$ cat src/rtl/xil_prim_pkg.sv
// Shared definitions for the primitive/macro library.
//   CNT_MAX_WIDTH  : widest counter the macros support.
//   cnt_dir_e      : direction encoding (CNT_DOWN=0, CNT_UP=1).
//   cnt_num_slices : number of 4-bit carry slices for a given width.
package xil_prim_pkg;

  localparam int CNT_MAX_WIDTH = 48;

  typedef enum logic {
    CNT_DOWN = 1'b0,
    CNT_UP   = 1'b1
  } cnt_dir_e;

  // ceil(width / 4)
  function automatic int cnt_num_slices(input int width);
    return (width + 3) / 4;
  endfunction

endpackage

$ cat src/rtl/counter_addsub_slice.sv
// 4-bit add/subtract stage of the slice carry chain.
//   a_i   : 4-bit operand A
//   b_i   : 4-bit operand B (inverted internally when sub_i=1)
//   sub_i : 1 = compute A + ~B + ci_i, 0 = compute A + B + ci_i
//   ci_i  : carry in from the previous slice
//   s_o   : 4-bit sum
//   co_o  : carry out to the next slice
module counter_addsub_slice
  import xil_prim_pkg::*;
(
  input  logic [3:0] a_i,
  input  logic [3:0] b_i,
  input  logic       sub_i,
  input  logic       ci_i,
  output logic [3:0] s_o,
  output logic       co_o
);

  logic [4:0] sum;

  assign sum  = {1'b0, a_i} + {1'b0, b_i ^ {4{sub_i}}} + {4'b0000, ci_i};
  assign s_o  = sum[3:0];
  assign co_o = sum[4];

endmodule

$ cat src/rtl/counter_load_macro.sv
// Loadable up/down counter built on the slice carry chain.
// Registers the chain's sum and carry-out and adds load, enable,
// direction and terminal-count control. Priority: RST > LOAD > CE.
//   CLK       : rising-edge clock
//   RST       : synchronous reset, active-high
//   CE        : count enable
//   DIRECTION : 1 = count up by COUNT_BY, 0 = count down
//   LOAD      : synchronous load of LOAD_DATA (independent of CE)
//   LOAD_DATA : value to load
//   Q         : counter value
//   CO        : carry (up) / borrow (down) of the last count step
//   TC        : terminal count (all-ones when up, zero when down)
// Optional feature macro: COUNTER_LOAD_SATURATE_EN -- when defined the
// counter clamps at all-ones / zero instead of wrapping.
module counter_load_macro
  import xil_prim_pkg::*;
#(
  parameter int                    WIDTH_DATA  = 16,
  parameter int                    COUNT_BY    = 1,
  parameter int                    LATENCY     = 1,
  parameter logic [WIDTH_DATA-1:0] RESET_VALUE = '0
) (
  input  logic                  CLK,
  input  logic                  RST,
  input  logic                  CE,
  input  logic                  DIRECTION,
  input  logic                  LOAD,
  input  logic [WIDTH_DATA-1:0] LOAD_DATA,
  output logic [WIDTH_DATA-1:0] Q,
  output logic                  CO,
  output logic                  TC
);

  localparam int NS = cnt_num_slices(WIDTH_DATA);
  localparam int PW = NS * 4;
  localparam logic [WIDTH_DATA-1:0] STEP = WIDTH_DATA'(COUNT_BY);

  cnt_dir_e              dir;
  logic [WIDTH_DATA-1:0] cnt_q, cnt_d;
  logic                  co_q, co_d;
  logic [PW-1:0]         a_pad, b_pad, sum_pad;
  logic [NS:0]           carry;
  logic                  up_co, dn_bo, step_co;
  logic [WIDTH_DATA-1:0] step_val, step_next;
  logic                  tc_now;

  assign dir = cnt_dir_e'(DIRECTION);

  // Operands are zero-extended to a whole number of slices. Subtraction is
  // A + ~B + 1, so the chain's carry-in doubles as the subtract select.
  assign a_pad    = PW'(cnt_q);
  assign b_pad    = PW'(STEP);
  assign carry[0] = (dir == CNT_DOWN);

  for (genvar i = 0; i < NS; i++) begin : g_slice
    counter_addsub_slice u_slice (
      .a_i  (a_pad[4*i +: 4]),
      .b_i  (b_pad[4*i +: 4]),
      .sub_i(dir == CNT_DOWN),
      .ci_i (carry[i]),
      .s_o  (sum_pad[4*i +: 4]),
      .co_o (carry[i+1])
    );
  end

  // Carry at bit WIDTH_DATA. When the width fills the slices exactly it is
  // the chain carry-out. Otherwise it lands inside the padding: going up only
  // bit WIDTH_DATA can be set; going down a borrow turns every padding bit to
  // one and clears the chain carry-out.
  if (PW == WIDTH_DATA) begin : g_full
    assign up_co = carry[NS];
    assign dn_bo = ~carry[NS];
  end else begin : g_pad
    assign up_co = |{carry[NS], sum_pad[PW-1:WIDTH_DATA]};
    assign dn_bo = ~carry[NS] & (&sum_pad[PW-1:WIDTH_DATA]);
  end

  assign step_co  = (dir == CNT_UP) ? up_co : dn_bo;
  assign step_val = sum_pad[WIDTH_DATA-1:0];

`ifdef COUNTER_LOAD_SATURATE_EN
  // Clamp to the limit in the direction of travel on overflow/underflow.
  assign step_next = step_co ? ((dir == CNT_UP) ? {WIDTH_DATA{1'b1}} : '0)
                             : step_val;
`else
  assign step_next = step_val;
`endif

  always_comb begin
    cnt_d = cnt_q;
    co_d  = co_q;
    if (LOAD) begin
      cnt_d = LOAD_DATA;
      co_d  = 1'b0;
    end else if (CE) begin
      cnt_d = step_next;
      co_d  = step_co;
    end
  end

  always_ff @(posedge CLK) begin
    if (RST) begin
      cnt_q <= RESET_VALUE;
      co_q  <= 1'b0;
    end else begin
      cnt_q <= cnt_d;
      co_q  <= co_d;
    end
  end

  assign tc_now = (dir == CNT_UP) ? (&cnt_q) : ~(|cnt_q);

  if (LATENCY == 2) begin : g_lat2
    // Output stage updates every cycle regardless of CE; reset overwrites
    // whatever is in flight.
    logic [WIDTH_DATA-1:0] q_q;
    logic                  co_out_q, tc_q;

    always_ff @(posedge CLK) begin
      if (RST) begin
        q_q      <= RESET_VALUE;
        co_out_q <= 1'b0;
        tc_q     <= 1'b0;
      end else begin
        q_q      <= cnt_q;
        co_out_q <= co_q;
        tc_q     <= tc_now;
      end
    end

    assign Q  = q_q;
    assign CO = co_out_q;
    assign TC = tc_q;
  end else begin : g_lat1
    assign Q  = cnt_q;
    assign CO = co_q;
    assign TC = tc_now;
  end

endmodule

$ cat config.mk
export PLATFORM = sky130hd
export DESIGN_NAME = counter_load_macro
export DESIGN_NICKNAME = d
export VERILOG_FILES = /design/src/rtl/xil_prim_pkg.sv /design/src/rtl/counter_addsub_slice.sv /design/src/rtl/counter_load_macro.sv
export SDC_FILE = /design/constraint.sdc
export NUM_CORES = 1
export LEC_CHECK = 0
export BUFFER_PORTS_ARGS = -buffer_cell sky130_fd_sc_hd__buf_2
export CELL_PAD_IN_SITES_DETAIL_PLACEMENT = 1
export CELL_PAD_IN_SITES_GLOBAL_PLACEMENT = 1
export CORE_AREA = 3 3 67 69
export CTS_BUF_LIST = sky130_fd_sc_hd__clkbuf_8
export DETAILED_ROUTE_END_ITERATION = 12
export DIE_AREA = 0 0 70 72
export PLACE_DENSITY_LB_ADDON = 0.25
export REMOVE_ABC_BUFFERS = 1
export SYNTH_ARGS = -nofsm -noshare
export SYNTH_HDL_FRONTEND = slang
export SYNTH_HIERARCHICAL = 1
export SYNTH_SLANG_ARGS = --single-unit
$ cat constraint.sdc
create_clock -name CLK -period 7.83 [get_ports CLK]
set_input_delay 0.783 -clock CLK [delete_from_list [all_inputs] [get_ports CLK]]
set_output_delay 0.783 -clock CLK [all_outputs]
set_load 0.1 [all_outputs]
# Yosys cells after proc, flatten, opt, wreduce, memory -nomap -nowiden
# Index checks and enable logic that the tools add are counted.
classes:
  addsub: 8
  mux: 4
  n_bitwise: 3
  n_reduce_logical: 4
ops:
  columns: ["operator", "n"]
  rows:
  - ["16-bit 2-to-1 mux", 2]
  - ["4-bit by 4-bit adder with 5-bit output", 4]
  - ["5-bit by 1-bit adder with 5-bit output", 4]
  - ["16-bit AND reduction", 1]
  - ["16-bit OR reduction", 1]
  - ["1-bit NOT", 3]
  - ["1-bit 2-to-1 mux", 2]
  - ["2-bit nonzero test", 1]
  - ["2-bit OR reduction", 1]
totals:
  register_bits: 17
  in_bits: 21
  output_inout_bits: 18
  wordCells: 21

# Depth between registers and ports, before layout
logic_depth:
  depth_word: 8
  depth_mapped: 28
  depth_no_buf: 28

# Modules after synthesis
# Netlist, hierarchy kept.
by_module_without_submodules:
  columns: ["mod", "n_inst", "cells_each", "area_per_inst_um2", "seq_area_each_um2"]
  rows:
  - ["counter_load_macro", 1, 107, 887.1, 340.3]
  - ["counter_addsub_slice at g_slice[0].u_slice ...", 2, 19, 175.2, 0.0]
  - ["counter_addsub_slice at g_slice[2].u_slice", 1, 20, 176.4, 0.0]
  - ["counter_addsub_slice at g_slice[1].u_slice", 1, 20, 175.2, 0.0]

# Worst setup path after synthesis
# No wires, ideal clock.
synth_timing:
  kind: "input-to-reg"
  start: "in DIRECTION"
  end: "reg co_q, in the netlist CO"
  setup_ps: 79
  arrival_time_ps: 5768
  required_time_ps: 7751
  setup_slack_ps: 1983
  stages: 28
  n_path_buf: 0
  cell_sequence: "inv_1 > xnor2_1 > fa_1 > inv_1 > fa_1 > a21o_2 > a21o_1 > inv_1 > fa_1 > inv_1 > fa_1 > a21o_2 > a21o_1 > inv_1 > fa_1 > inv_1 > fa_1 > a21o_1 > a21o_1 > inv_1 > fa_1 > inv_1 > fa_1 > a21o_2 > a21o_1 > xnor2_1 > mux2i_1 > nor3_1"
synth_between:
  elab_chain_len: 8
  elab_cells_between_ends: 11
  cone_classes: "add/sub: 8; mux: 1; bitwise: 2"
synth_lines:
  columns: ["item", "line_no", "text"]
  rows:
  - ["start: declaration", "counter_load_macro.sv:26", "input logic DIRECTION,"]
  - ["1-bit NOT", "counter_load_macro.sv:53, counter_load_macro.sv:59", null]
  - ["4-bit by 4-bit adder with 5-bit output", "counter_addsub_slice.sv:21", "assign sum = {1'b0, a_i} + {1'b0, b_i ^ {4{sub_i}}} + {4'b0000, ci_i};"]
  - ["5-bit by 1-bit adder with 5-bit output (*)", "counter_addsub_slice.sv:21", null]
  - ["named net carry[1]", "counter_load_macro.sv:42", "logic [NS:0] carry;"]
  - ["5-bit by 1-bit adder with 5-bit output (*)", "counter_addsub_slice.sv:21", null]
  - ["named net carry[2]", "counter_load_macro.sv:42", null]
  - ["5-bit by 1-bit adder with 5-bit output (*)", "counter_addsub_slice.sv:21", null]
  - ["named net carry[3]", "counter_load_macro.sv:42", null]
  - ["5-bit by 1-bit adder with 5-bit output (*)", "counter_addsub_slice.sv:21", null]
  - ["named net carry[4]", "counter_load_macro.sv:42", null]
  - ["1-bit NOT", "counter_load_macro.sv:72", "assign dn_bo = ~carry[NS];"]
  - ["1-bit 2-to-1 mux (*)", "counter_load_macro.sv:78", "assign step_co = (dir == CNT_UP) ? up_co : dn_bo;"]
  - ["end signal: assignment", "counter_load_macro.sv:107", "co_q <= co_d;"]
  - ["end: declaration", "counter_load_macro.sv:40", "logic co_q, co_d;"]
# Mark *: on every way through the listed nets, which the timed path passes. The rest lies on a longest branch.
# A chain may end at the register's enable or synchronous reset.

# Final worst setup path
layout_timing:
  start: "in DIRECTION"
  end: "reg co_q, in the netlist CO"
layout_between:
  elab_chain_len: 8
  elab_cells_between_ends: 11
  cone_classes: "add/sub: 8; mux: 1; bitwise: 2"
layout_lines:
  columns: ["item", "line_no", "text"]
  rows:
  - ["1-bit NOT (*)", "counter_load_macro.sv:53", "assign carry[0] = (dir == CNT_DOWN);"]
  - ["named net carry[0]", "counter_load_macro.sv:42", null]
  - ["4-bit by 4-bit adder with 5-bit output", "counter_addsub_slice.sv:21", null]
  - ["5-bit by 1-bit adder with 5-bit output (*)", "counter_addsub_slice.sv:21", null]
  - ["named net carry[1]", "counter_load_macro.sv:42", null]
  - ["5-bit by 1-bit adder with 5-bit output (*)", "counter_addsub_slice.sv:21", null]
  - ["named net carry[2]", "counter_load_macro.sv:42", null]
  - ["5-bit by 1-bit adder with 5-bit output (*)", "counter_addsub_slice.sv:21", null]
  - ["named net carry[3]", "counter_load_macro.sv:42", null]
  - ["5-bit by 1-bit adder with 5-bit output (*)", "counter_addsub_slice.sv:21", null]
  - ["named net carry[4]", "counter_load_macro.sv:42", null]
  - ["1-bit NOT", "counter_load_macro.sv:72", null]
  - ["1-bit 2-to-1 mux (*)", "counter_load_macro.sv:78", null]
# Marks and branches as above.

==> metrics <==
clock power share 19.0%; Worst Tran Pin Value 737 ps; hold crit path type reg -> reg; peak supply drop 0.0758 mV; Final Slew Violations 0; core area 3970 sq um; setup bufs post-CTS 0; Final Setup Violations 0; crit-path leading delay family adder cells; CTS tree built; WL final 3630 microns; Startpoint Class input pin; row cnt 23; RSZ-0062 raised after global routing no; vias in the first global route 1397; Hold Buf Count CTS 0; Max Clock Freq 162 MHz; critical path arrival 6350 ps; Vias 1355; Nets 275; post-synth cell types 25; Yosys reg bits 17; CP max-delay cell inv_1; n_diodes 0; leakage 1.03 nW; synthesized cell area 1590 sq um; GRT Util Overall 15.4%; yosys warns 6; Pint 0.000191 W; grt met2 use 26.3%; number of port buffers 38; Die W 70 microns; crit path kind in -> reg; switching part of the total 47.6%; WP data required 8020 ps; status completed; busiest grt layer met2; Wirelength per Cell 12.8 microns; largest net degree at the start of global routing 34; Seq pwr share 29.5%; H-tree levels 1; Vias/cell 4.79; Num CTS Buffers 3; Comb pwr share 51.5%; clock skew 2.02 ps; pwr/cell area 196 nW/um^2; Worst slew margin 50.8%; Root Driver clkbuf_8; register area share after synthesis 21.4%; fin crit share 78.7%; CP peak stage delay 540 ps; area grow syn2layout 17.6%; MaxCap Viol Count 0; Sw Pwr 0.000174 W; maximum clock path buffer count 2; global-route met3 utilization 1.25%; initial antenna violation count 0; layout cells sized above 1 19.3%; Finished Layout Cells 283; IO Pins 39; worst path bufs/invs 9; DRC viols 0; clk sinks 17; utilization after layout 47.0%; Syn Inst Count 185; total die area 5040 sq um; initial DRC count 30; Mean Syn Cell Area 8.59 sq um; Post-DRT Antenna Nets 0; Post-DP HPWL 2820 microns; critical path endpoint category flop; GR Overflow Total 0; Clk Latency, worst-skew pair 260 ps; Pre-antenna DRT Iters 4; grt met1 use 19.8%; RePlAce Congestion 0.785; Worst-path clk slew 70 ps; critical path fanouts, max 17; fin crit period 6160 ps; initial core utilization 40.0%; placed insts 279; first-pass GRT wire length 6320 microns; number of gates resized after cts 0; Setup TNS 0 ps; final hold viol count 0; chip height 72 microns
## worst reg2reg max path, cell delays in order (launching register included)
cell     delay (ps)
dfxtp_1         350
inv_1            90
fa_1            170
inv_1            60
fa_1            400
a21o_2          210
a21o_1          170
inv_1            70
fa_1            190
inv_1            60
fa_1            390
a21o_2          200
a21o_1          170
inv_1            70
fa_1            190
inv_1            60
fa_1            390
a21o_1          180
a21o_1          180
inv_1            70
fa_1            170
inv_1            70
fa_1            400
a21o_2          210
a21o_1          180
xnor2_1         170
mux2i_1         100
nor3_1          130
## power by group through the flow
stage               registers, W  logic (W)  clock network [W]
floorplan               0.000167  0.0000933                  0
global placement        0.000110   0.000186                  0
detailed placement      0.000110   0.000189                  0
CTS                     0.000108   0.000191          0.0000728
global route            0.000110   0.000209          0.0000757
finish                  0.000108   0.000188          0.0000694
## per-layer routing
metal,wire length [microns],up-vias,share of wire (%)
met3,116,4,3.2
met5,0,-,0
met2,1750,21,48
li1,-,696,-
met1,1710,634,47
met4,60,0,1.7
## layout by cell type (no fill, tap or decap), drive strengths merged, types with 3 or more instances in the layout
cell,count
a21o,10
nor2,33
mux2i,17
a21oi,18
fa,8
clkbuf,3
dfxtp,17
conb,16
buf,38
xor2,18
nand4,5
inv,18
nand2,3
ha,12
nor4,4
xnor2,7
## path summary, 6_finish.rpt
kind | slack, ps | endpoint | from | depth (start not counted)
worst max-delay path | 1670 | CO$_SDFFE_PP0P_ | DIRECTION | 29
worst min-delay path | 540 | CO$_SDFFE_PP0P_ | CO$_SDFFE_PP0P_ | 2
worst max register to register | 2670 | CO$_SDFFE_PP0P_ | Q[0]$_SDFFE_PP0P_ | 27
worst min register to register | 540 | CO$_SDFFE_PP0P_ | CO$_SDFFE_PP0P_ | 2
## logic make-up (layout without fill, tap and decap cells)
kind of cell / count (synthesis) / in the layout / synth area share [%]
simple gates: 47 / 47 / 12.8
compound gates: 32 / 32 / 12.8
xor+xnor: 25 / 25 / 13.8
buf+inv: 25 / 59 / 8.50
fa+ha+maj: 20 / 20 / 19.5
mux: 17 / 17 / 10.7
flops: 17 / 17 / 21.4
other cells: 2 / 16 / 0.473
## sequential cells by signal (all words and copies together), names as in the netlist
register / flops
CO: 1
Q: 16
## synthesized netlist by cell type (all sizes together)
cell type,instances,area (sq um)
conb,2,7.51
nand2,3,11.3
fa,8,160
nor3,1,5.00
inv,17,63.8
mux2i,17,170
a21oi,18,90.1
xnor2,7,61.3
nand3b,1,7.51
a31oi,2,12.5
nand4,5,31.3
dfxtp,17,340
a21o,10,78.8
nor4,4,25.0
o21ai,1,5.00
xor2,18,158
ha,12,150
clkbuf,1,3.75
o41ai,1,16.3
buf,7,67.6
nor2,33,124
## cell type report
| type | count | area (sq um) |
|---|---|---|
| inverters | 17 | 63.8 |
| repair buffers | 38 | 190 |
| well taps | 50 | 62.6 |
| flip-flops and latches | 17 | 340 |
| clock buffers | 3 | 41.3 |
| clock inverters | 1 | 3.75 |
| fillers | 495 | 2100 |
| multi-input cells | 157 | 1170 |
## stage by stage
step / hold WS [ps] / setup slack, ps / cell area (sq um) / power [W]
final: 540 / 1670 / 1870 / 0.000365
after floorplan: 855 / 1980 / 1570 / 0.000260
after global placement: 526 / 1470 / 1820 / 0.000295
after CTS: 542 / 1600 / 1870 / 0.000371
after global routing: 567 / 1240 / 1870 / 0.000395
after detailed placement: 527 / 1370 / 1820 / 0.000299
Note: power is estimated with default switching activity, not from simulation.
